**src/rtl/skinny_sbox_layer_seq_d1.sv**
```systemverilog
// Streams a first-order masked SKINNY-64 state one nibble per cycle through an external
// pipelined HPC2 S-box and reassembles the two output shares without ever combining them.
//
// state | meaning
// IDLE  | waiting for an input state, in_ready high
// FEED  | issuing nibble issue_cnt of each share to the S-box
// DRAIN | all nibbles issued, collecting the remaining S-box outputs
// DONE  | result valid, holding until out_ready
module skinny_sbox_layer_seq_d1 #(
   parameter int NIBBLES  = 16,
   parameter int SBOX_LAT = 5
) (
   input  logic                 clk,
   input  logic                 rst_n,
   input  logic                 in_valid,
   output logic                 in_ready,
   input  logic [4*NIBBLES-1:0] in_s0,
   input  logic [4*NIBBLES-1:0] in_s1,
   input  logic [3:0]           rnd,
   output logic [3:0]           sbox_x_s0,
   output logic [3:0]           sbox_x_s1,
   output logic [3:0]           sbox_fresh,
   input  logic [3:0]           sbox_y_s0,
   input  logic [3:0]           sbox_y_s1,
   output logic                 out_valid,
   input  logic                 out_ready,
   output logic [4*NIBBLES-1:0] out_s0,
   output logic [4*NIBBLES-1:0] out_s1,
   output logic                 busy
);

   localparam int CNT_W = $clog2(NIBBLES + 1);
   localparam int IDX_W = $clog2(NIBBLES);

   typedef enum logic [1:0] {IDLE, FEED, DRAIN, DONE} state_t;

   state_t                    state_q, state_d;
   logic [NIBBLES-1:0][3:0]   in_s0_q, in_s0_d;
   logic [NIBBLES-1:0][3:0]   in_s1_q, in_s1_d;
   logic [NIBBLES-1:0][3:0]   out_s0_q, out_s0_d;
   logic [NIBBLES-1:0][3:0]   out_s1_q, out_s1_d;
   logic [CNT_W-1:0]          issue_cnt_q, issue_cnt_d;
   logic [CNT_W-1:0]          cap_cnt_q, cap_cnt_d;
   logic [SBOX_LAT-1:0]       vld_pipe_q, vld_pipe_d;
   logic                      out_valid_q, out_valid_d;
   logic                      capture;

   always_comb begin
      state_d     = state_q;
      in_s0_d     = in_s0_q;
      in_s1_d     = in_s1_q;
      out_s0_d    = out_s0_q;
      out_s1_d    = out_s1_q;
      issue_cnt_d = issue_cnt_q;
      cap_cnt_d   = cap_cnt_q;
      out_valid_d = out_valid_q;
      capture     = vld_pipe_q[SBOX_LAT-1];
      vld_pipe_d  = {vld_pipe_q[SBOX_LAT-2:0], state_q == FEED};

      // Outputs arrive in issue order, so a single capture counter tracks the lane.
      if (capture) begin
         out_s0_d[cap_cnt_q[IDX_W-1:0]] = sbox_y_s0;
         out_s1_d[cap_cnt_q[IDX_W-1:0]] = sbox_y_s1;
         cap_cnt_d = cap_cnt_q + CNT_W'(1);
      end

      case (state_q)
         IDLE: begin
            if (in_valid) begin
               in_s0_d     = in_s0;
               in_s1_d     = in_s1;
               issue_cnt_d = '0;
               cap_cnt_d   = '0;
               state_d     = FEED;
            end
         end
         FEED: begin
            issue_cnt_d = issue_cnt_q + CNT_W'(1);
            if (issue_cnt_q == CNT_W'(NIBBLES - 1)) state_d = DRAIN;
         end
         DRAIN: begin
            if (capture && cap_cnt_q == CNT_W'(NIBBLES - 1)) begin
               state_d     = DONE;
               out_valid_d = 1'b1;
            end
         end
         DONE: begin
            if (out_ready) begin
               state_d     = IDLE;
               out_valid_d = 1'b0;
            end
         end
         default: state_d = IDLE;
      endcase
   end

   always_ff @(posedge clk or negedge rst_n) begin
      if (!rst_n) begin
         state_q     <= IDLE;
         in_s0_q     <= '0;
         in_s1_q     <= '0;
         out_s0_q    <= '0;
         out_s1_q    <= '0;
         issue_cnt_q <= '0;
         cap_cnt_q   <= '0;
         vld_pipe_q  <= '0;
         out_valid_q <= 1'b0;
      end else begin
         state_q     <= state_d;
         in_s0_q     <= in_s0_d;
         in_s1_q     <= in_s1_d;
         out_s0_q    <= out_s0_d;
         out_s1_q    <= out_s1_d;
         issue_cnt_q <= issue_cnt_d;
         cap_cnt_q   <= cap_cnt_d;
         vld_pipe_q  <= vld_pipe_d;
         out_valid_q <= out_valid_d;
      end
   end

   // S-box inputs are forced to zero outside FEED so no stale share lingers on them.
   assign sbox_x_s0  = (state_q == FEED) ? in_s0_q[issue_cnt_q[IDX_W-1:0]] : 4'h0;
   assign sbox_x_s1  = (state_q == FEED) ? in_s1_q[issue_cnt_q[IDX_W-1:0]] : 4'h0;
   assign sbox_fresh = rnd;
   assign in_ready   = (state_q == IDLE);
   assign busy       = (state_q != IDLE);
   assign out_valid  = out_valid_q;
   assign out_s0     = out_s0_q;
   assign out_s1     = out_s1_q;

endmodule
```
**config.mk**
```make
export PLATFORM = sky130hd
export DESIGN_NAME = skinny_sbox_layer_seq_d1
export DESIGN_NICKNAME = d
export VERILOG_FILES = /design/src/rtl/skinny_sbox_layer_seq_d1.sv
export SDC_FILE = /design/constraint.sdc
export NUM_CORES = 1
export LEC_CHECK = 0
export ABC_CLOCK_PERIOD_IN_PS = 2000
export CAP_MARGIN = 20
export CORE_UTILIZATION = 52
export CTS_BUF_LIST = sky130_fd_sc_hd__clkbuf_8
export CTS_CLUSTER_SIZE = 24
export DETAILED_ROUTE_END_ITERATION = 16
export PLACE_DENSITY_LB_ADDON = 0.05
export SLEW_MARGIN = 15
export SYNTH_ARGS = -nofsm -noshare
export SYNTH_HDL_FRONTEND = slang
export SYNTH_SLANG_ARGS = --single-unit
```
**constraint.sdc**
```tcl
create_clock -name clk -period 2 [get_ports clk]
set_input_delay 0.2 -clock clk [delete_from_list [all_inputs] [get_ports clk]]
set_output_delay 0.2 -clock clk [all_outputs]
set_load 0.02 [all_outputs]
```
# Word level (Yosys, flattened, before mapping)
# Cells that the tools add are included.
# classes
n_addsub	2
n_lt_le_gt_ge	3
n_eq_ne	9
mux	23
n_reduce_logical	10
# op_table
cell	n
64-bit bitwise mux	2
4-bit binary-select mux with 4-bit select	2
4-bit two-way mux	5
5-bit two-way mux	4
4-bit demux with 4-bit select	1
5-bit by 1-bit adder with 5-bit output, second input constant	2
5-bit by 4-bit == test with 1-bit output, second input constant	2
4-bit by 5-bit less-than comparator with 1-bit output, second input constant	2
5-bit case mux with 2 select lines	1
2-bit two-way mux	4
2-bit case mux with 4 select lines	1
2-bit inequality test, second input constant	3
2-bit nonzero test	3
2-bit == test, second input constant	2
4-bit by 1-bit >= comparator with 1-bit output, second input constant	1
2-bit AND reduction	2
4-bit AND reduction	1
3-bit AND reduction	1
2-bit by 1-bit == test with 1-bit output, second input constant	1
1-bit logical AND	2
2-bit logical NOT	1
1-bit two-way mux	2
2-bit by 1-bit inequality test with 1-bit output, second input constant	1
1-bit case mux with 2 select lines	1
# word_totals
reg_bits	274
input_bits	144
out_inout_bits	143
elab_cells	116

# Longest topological paths before layout
# logic_depth
ltp_word	5
mapped_depth	8

# Worst setup path after synthesis
# OpenSTA, ideal clock, no wires.
# synth_path
kind	flip-flop to flip-flop
from	register state_q[0]
to	register in_s0_q[0] in the netlist's numbering
arrival_ps	1715
required_time_ps	1875
setup_slack_ps	160
path_stages_with_launch	8
period_less_slack_ps	1840
path_cell_list	dfrtp_1 inv_1 ha_1 and2_1 buf_6 buf_6 buf_6 mux2_4
# synth_between
elab_chain_len	2
# synth_rtl
element	line_no	text
start: declaration	37	state_t state_q, state_d;
start signal: assignment	109	state_q <= state_d;
2-bit logical NOT	--	
via in_ready	16	output logic in_ready,
2-bit AND reduction (no line)	--	
end signal: assignment	110	in_s0_q <= in_s0_d;
end: declaration	38	logic [NIBBLES-1:0][3:0] in_s0_q, in_s0_d;
# The timed path passes the listed nets, and every way through them passes these cells.
# A chain may end at the register's enable or synchronous reset.

# Worst setup path after layout
# layout_path
from	register issue_cnt_q[0]
to	output sbox_x_s0[1]
# layout_between
elab_chain_len	3
# layout_rtl
element	line_no	text
start: declaration	42	logic [CNT_W-1:0] issue_cnt_q, issue_cnt_d;
start signal: assignment	114	issue_cnt_q <= issue_cnt_d;
4-bit binary-select mux with 4-bit select	122	assign sbox_x_s0 = (state_q == FEED) ? in_s0_q[issue_cnt_q[IDX_W-1:0]] : 4'h0;
4-bit two-way mux (implied by the code)	122	
4-bit two-way mux	122	
end: declaration	20	output logic [3:0] sbox_x_s0,
# Every way passes these cells. The select of a mux whose other input is x is not followed.

==> results.sh <==
export IMPL_final_cell_mix="dfrtp_1, clkdlybuf4s50_1, mux2_2, mux2_4, buf_4"
export IMPL_grt_pass1_wl_microns=44600
export IMPL_clock_path_buffers=3
export IMPL_p_leak_uw=0.00713
export IMPL_worst_slew_pin_slew_ns=0.707
export IMPL_setup_violations=8
export IMPL_grt_pass1_vias=8088
export IMPL_die_area_sq_um=23800
export IMPL_finalMaxSlewViolations=0
export IMPL_place_congestion=0.812
export IMPL_drtAntennaViolNets=0
export IMPL_p_total_uw=26700
export IMPL_fin_skew_ns=0.0154
export IMPL_synth_top_area_frac=0.568
export IMPL_drv_cap=0
export IMPL_ys_top_cells_by_area="dfrtp_1, mux2_2, mux2_4"
export IMPL_worstSkewPairLatency_ns=0.55
export IMPL_yosysWarnings=0
export IMPL_rr_worst_depth=9
export IMPL_viasPerCell=5.33
export IMPL_synth_cells=775
export IMPL_hold_path_class="input port to asynchronous set/reset pin"
export IMPL_critPathKind="flop to output pin"
export IMPL_grt_antenna_before_repair=0
export IMPL_cp_max_fo=5
export IMPL_r2r_slack_ns=0
export IMPL_remaining_drc_errors=0
export IMPL_cp_start_kind="flop"
export IMPL_first_iter_violations=358
export IMPL_nNetsFinal=1279
export IMPL_hold_slack_ns=0.168
export IMPL_arrival_ns=2.26
export IMPL_root_buffer="clkbuf_8"
export IMPL_worst_endpoint_required_ns=1.80
export IMPL_hpwl_microns=19800
export IMPL_setup_slack_ns=-0.456
export IMPL_synth_cell_types=40
export IMPL_synth_nets=932
export IMPL_detail_route_wl_per_cell_microns=19.4
export IMPL_vias=7633
export IMPL_vdd_ir_drop_max_v=0.000736
export IMPL_core_rowCount=55
export IMPL_tritoncts="built"
export IMPL_first_pass_iters=4
export IMPL_n_antenna_cell=0
export IMPL_r2r_end="state_q[1]"
export IMPL_synth_area_per_cell_sq_um=15.6
export IMPL_syn2layout_area_growth_pct=36.1
export IMPL_syn_area_sq_um=12100
export IMPL_dieHeight_microns=154
export IMPL_yosysTopAreaCell="dfrtp_1"
export IMPL_port_buffers=278
export IMPL_timing_final_hold_violations=0
export IMPL_violations="setup timing"
export IMPL_crit_path_end_kind="output pin"
export IMPL_cts_sinks=274
export IMPL_yosysSeqAreaShare=0.568
export IMPL_cts_made_buffers=45
export IMPL_status="finished, violations left"
export IMPL_rsz0062_at_grt="true"
export IMPL_relSlewSlack=0.527
export IMPL_period_needed_ns=2.46
export IMPL_gr_usage_all_layers=0.241
export IMPL_io_pins=287
export IMPL_gr_total_overflow=0
export IMPL_reg2reg_from="issue_cnt_q[0]"
export IMPL_totalWireLength_microns=27800
export IMPL_die_w_microns=154
export IMPL_cts_max_level=2
export IMPL_power_per_cell_area_nw_per_um2=1630
export IMPL_cts_clk_slew_worst_paths_ns=0.06
export IMPL_drive_gt1_frac=0.391
export IMPL_start_util=0.532
export IMPL_fin_crit_sh=1.23
export IMPL_core_area_sq_um=22700
export IMPL_layout_commonest_cell="dfrtp_1"
export IMPL_fmax_mhz=407
export IMPL_grt_max_degree=60
export IMPL_synth_ff_latch_count=274
==> stage by stage <==
step / util / instances / area (sq um) / TNS [ns] / worst slack [ns]
after floorplan: - / 775 / 12100 / 0 / 0.160
after global placement: 0.680 / 1352 / 15400 / -2.38 / -0.317
after detailed placement: 0.680 / 1352 / 15400 / -2.63 / -0.342
after CTS: 0.723 / 1432 / 16400 / -3.46 / -0.495
after global routing: 0.724 / 1432 / 16400 / -3.85 / -0.535
final: 0.724 / 1432 / 16400 / -3.14 / -0.456
==> critical path, cell delays in order, from the launching register on <==
cell and delay (ns):
dfrtp_2 0.38, buf_6 0.14, mux4_2 0.49, o211ai_1 0.33, o21ai_1 0.17, buf_4 0.19
==> state kept, by name, summed over array words and instances, names as in the netlist <==
| name | cells |
|---|---|
| cap_cnt_q | 5 |
| in_s0_q | 64 |
| in_s1_q | 64 |
| issue_cnt_q | 5 |
| out_s0 | 64 |
| out_s1 | 64 |
| out_valid | 1 |
| state_q | 2 |
| vld_pipe_q | 5 |
==> routing by layer <==
layer	routed length (microns)	track usage	share of wire	vias up
met5	0	0	0	-
met4	764	0.0882	0.027	0
met3	1570	0.0476	0.056	51
met2	14000	0.409	0.50	230
met1	11500	0.308	0.41	3853
li1	-	-	-	3499
==> area by class of cell <==
| type | count | area [sq um] |
|---|---|---|
| flip-flops and latches | 274 | 6860 |
| fillers | 1540 | 6270 |
| multi-input cells | 442 | 4900 |
| repair buffers | 350 | 3430 |
| clock buffers | 54 | 743 |
| well taps | 285 | 357 |
| clock inverters | 18 | 115 |
| inverters | 9 | 33.8 |
==> logic make-up after synthesis <==
logic type	synth area share
AOI/OAI and AO/OA	0.0295
xor gates and xnor gates	0.00290
adders and majority gates	0.0135
buffers and inverters	0.0329
DFF	0.568
muxes	0.320
and+or+nand+nor	0.0334
==> synth_stat cells <==
| cell type | count |
|---|---|
| a211oi_1 | 1 |
| a21oi_1 | 11 |
| a22o_1 | 1 |
| a22oi_1 | 9 |
| a31oi_1 | 2 |
| a32oi_1 | 1 |
| and2_1 | 3 |
| and3_1 | 4 |
| buf_1 | 2 |
| buf_12 | 1 |
| buf_2 | 16 |
| buf_4 | 8 |
| buf_6 | 13 |
| buf_8 | 1 |
| clkbuf_1 | 8 |
| clkbuf_2 | 1 |
| dfrtp_1 | 274 |
| ha_1 | 13 |
| inv_1 | 9 |
| mux2_2 | 199 |
| mux2_4 | 65 |
| mux2i_1 | 27 |
| mux4_1 | 5 |
| mux4_2 | 11 |
| nand2_1 | 11 |
| nand2b_1 | 2 |
| nand3_1 | 2 |
| nand3_2 | 8 |
| nand4_1 | 2 |
| nand4_2 | 4 |
| nor2_1 | 15 |
| nor2b_1 | 5 |
| nor3_4 | 4 |
| o211ai_1 | 9 |
| o21ai_0 | 15 |
| o21ai_1 | 7 |
| o221ai_1 | 1 |
| o32a_1 | 1 |
| xnor2_1 | 2 |
| xor2_1 | 2 |
==> power by group <==
group          switching, uW  internal (uW)
clock network           2120           2560
logic                   5220           7050
registers               1550           8220
total                   8900          17800
==> worst max-delay path by stage <==
stage	start	endpoint
floorplan	state_q[0]	in_s0_q[0]
global placement	issue_cnt_q[0]	sbox_x_s1[3]
detailed placement	issue_cnt_q[0]	sbox_x_s0[1]
CTS	issue_cnt_q[0]	sbox_x_s0[1]
global route	issue_cnt_q[0]	sbox_x_s0[1]
finish	issue_cnt_q[0]	sbox_x_s0[1]
==> timing repair <==
item / in CTS / in global routing
endpoints found under the hold margin: 274 / 0
hold buffers: 1 / 0
buffers inserted: 6 / 0
pin swaps: 5 / 5
resized for setup: 61 / 6
setup endpoints to repair: 11 / 12
gates cloned: 1 / 0
Power figures use the tool's default switching activity.
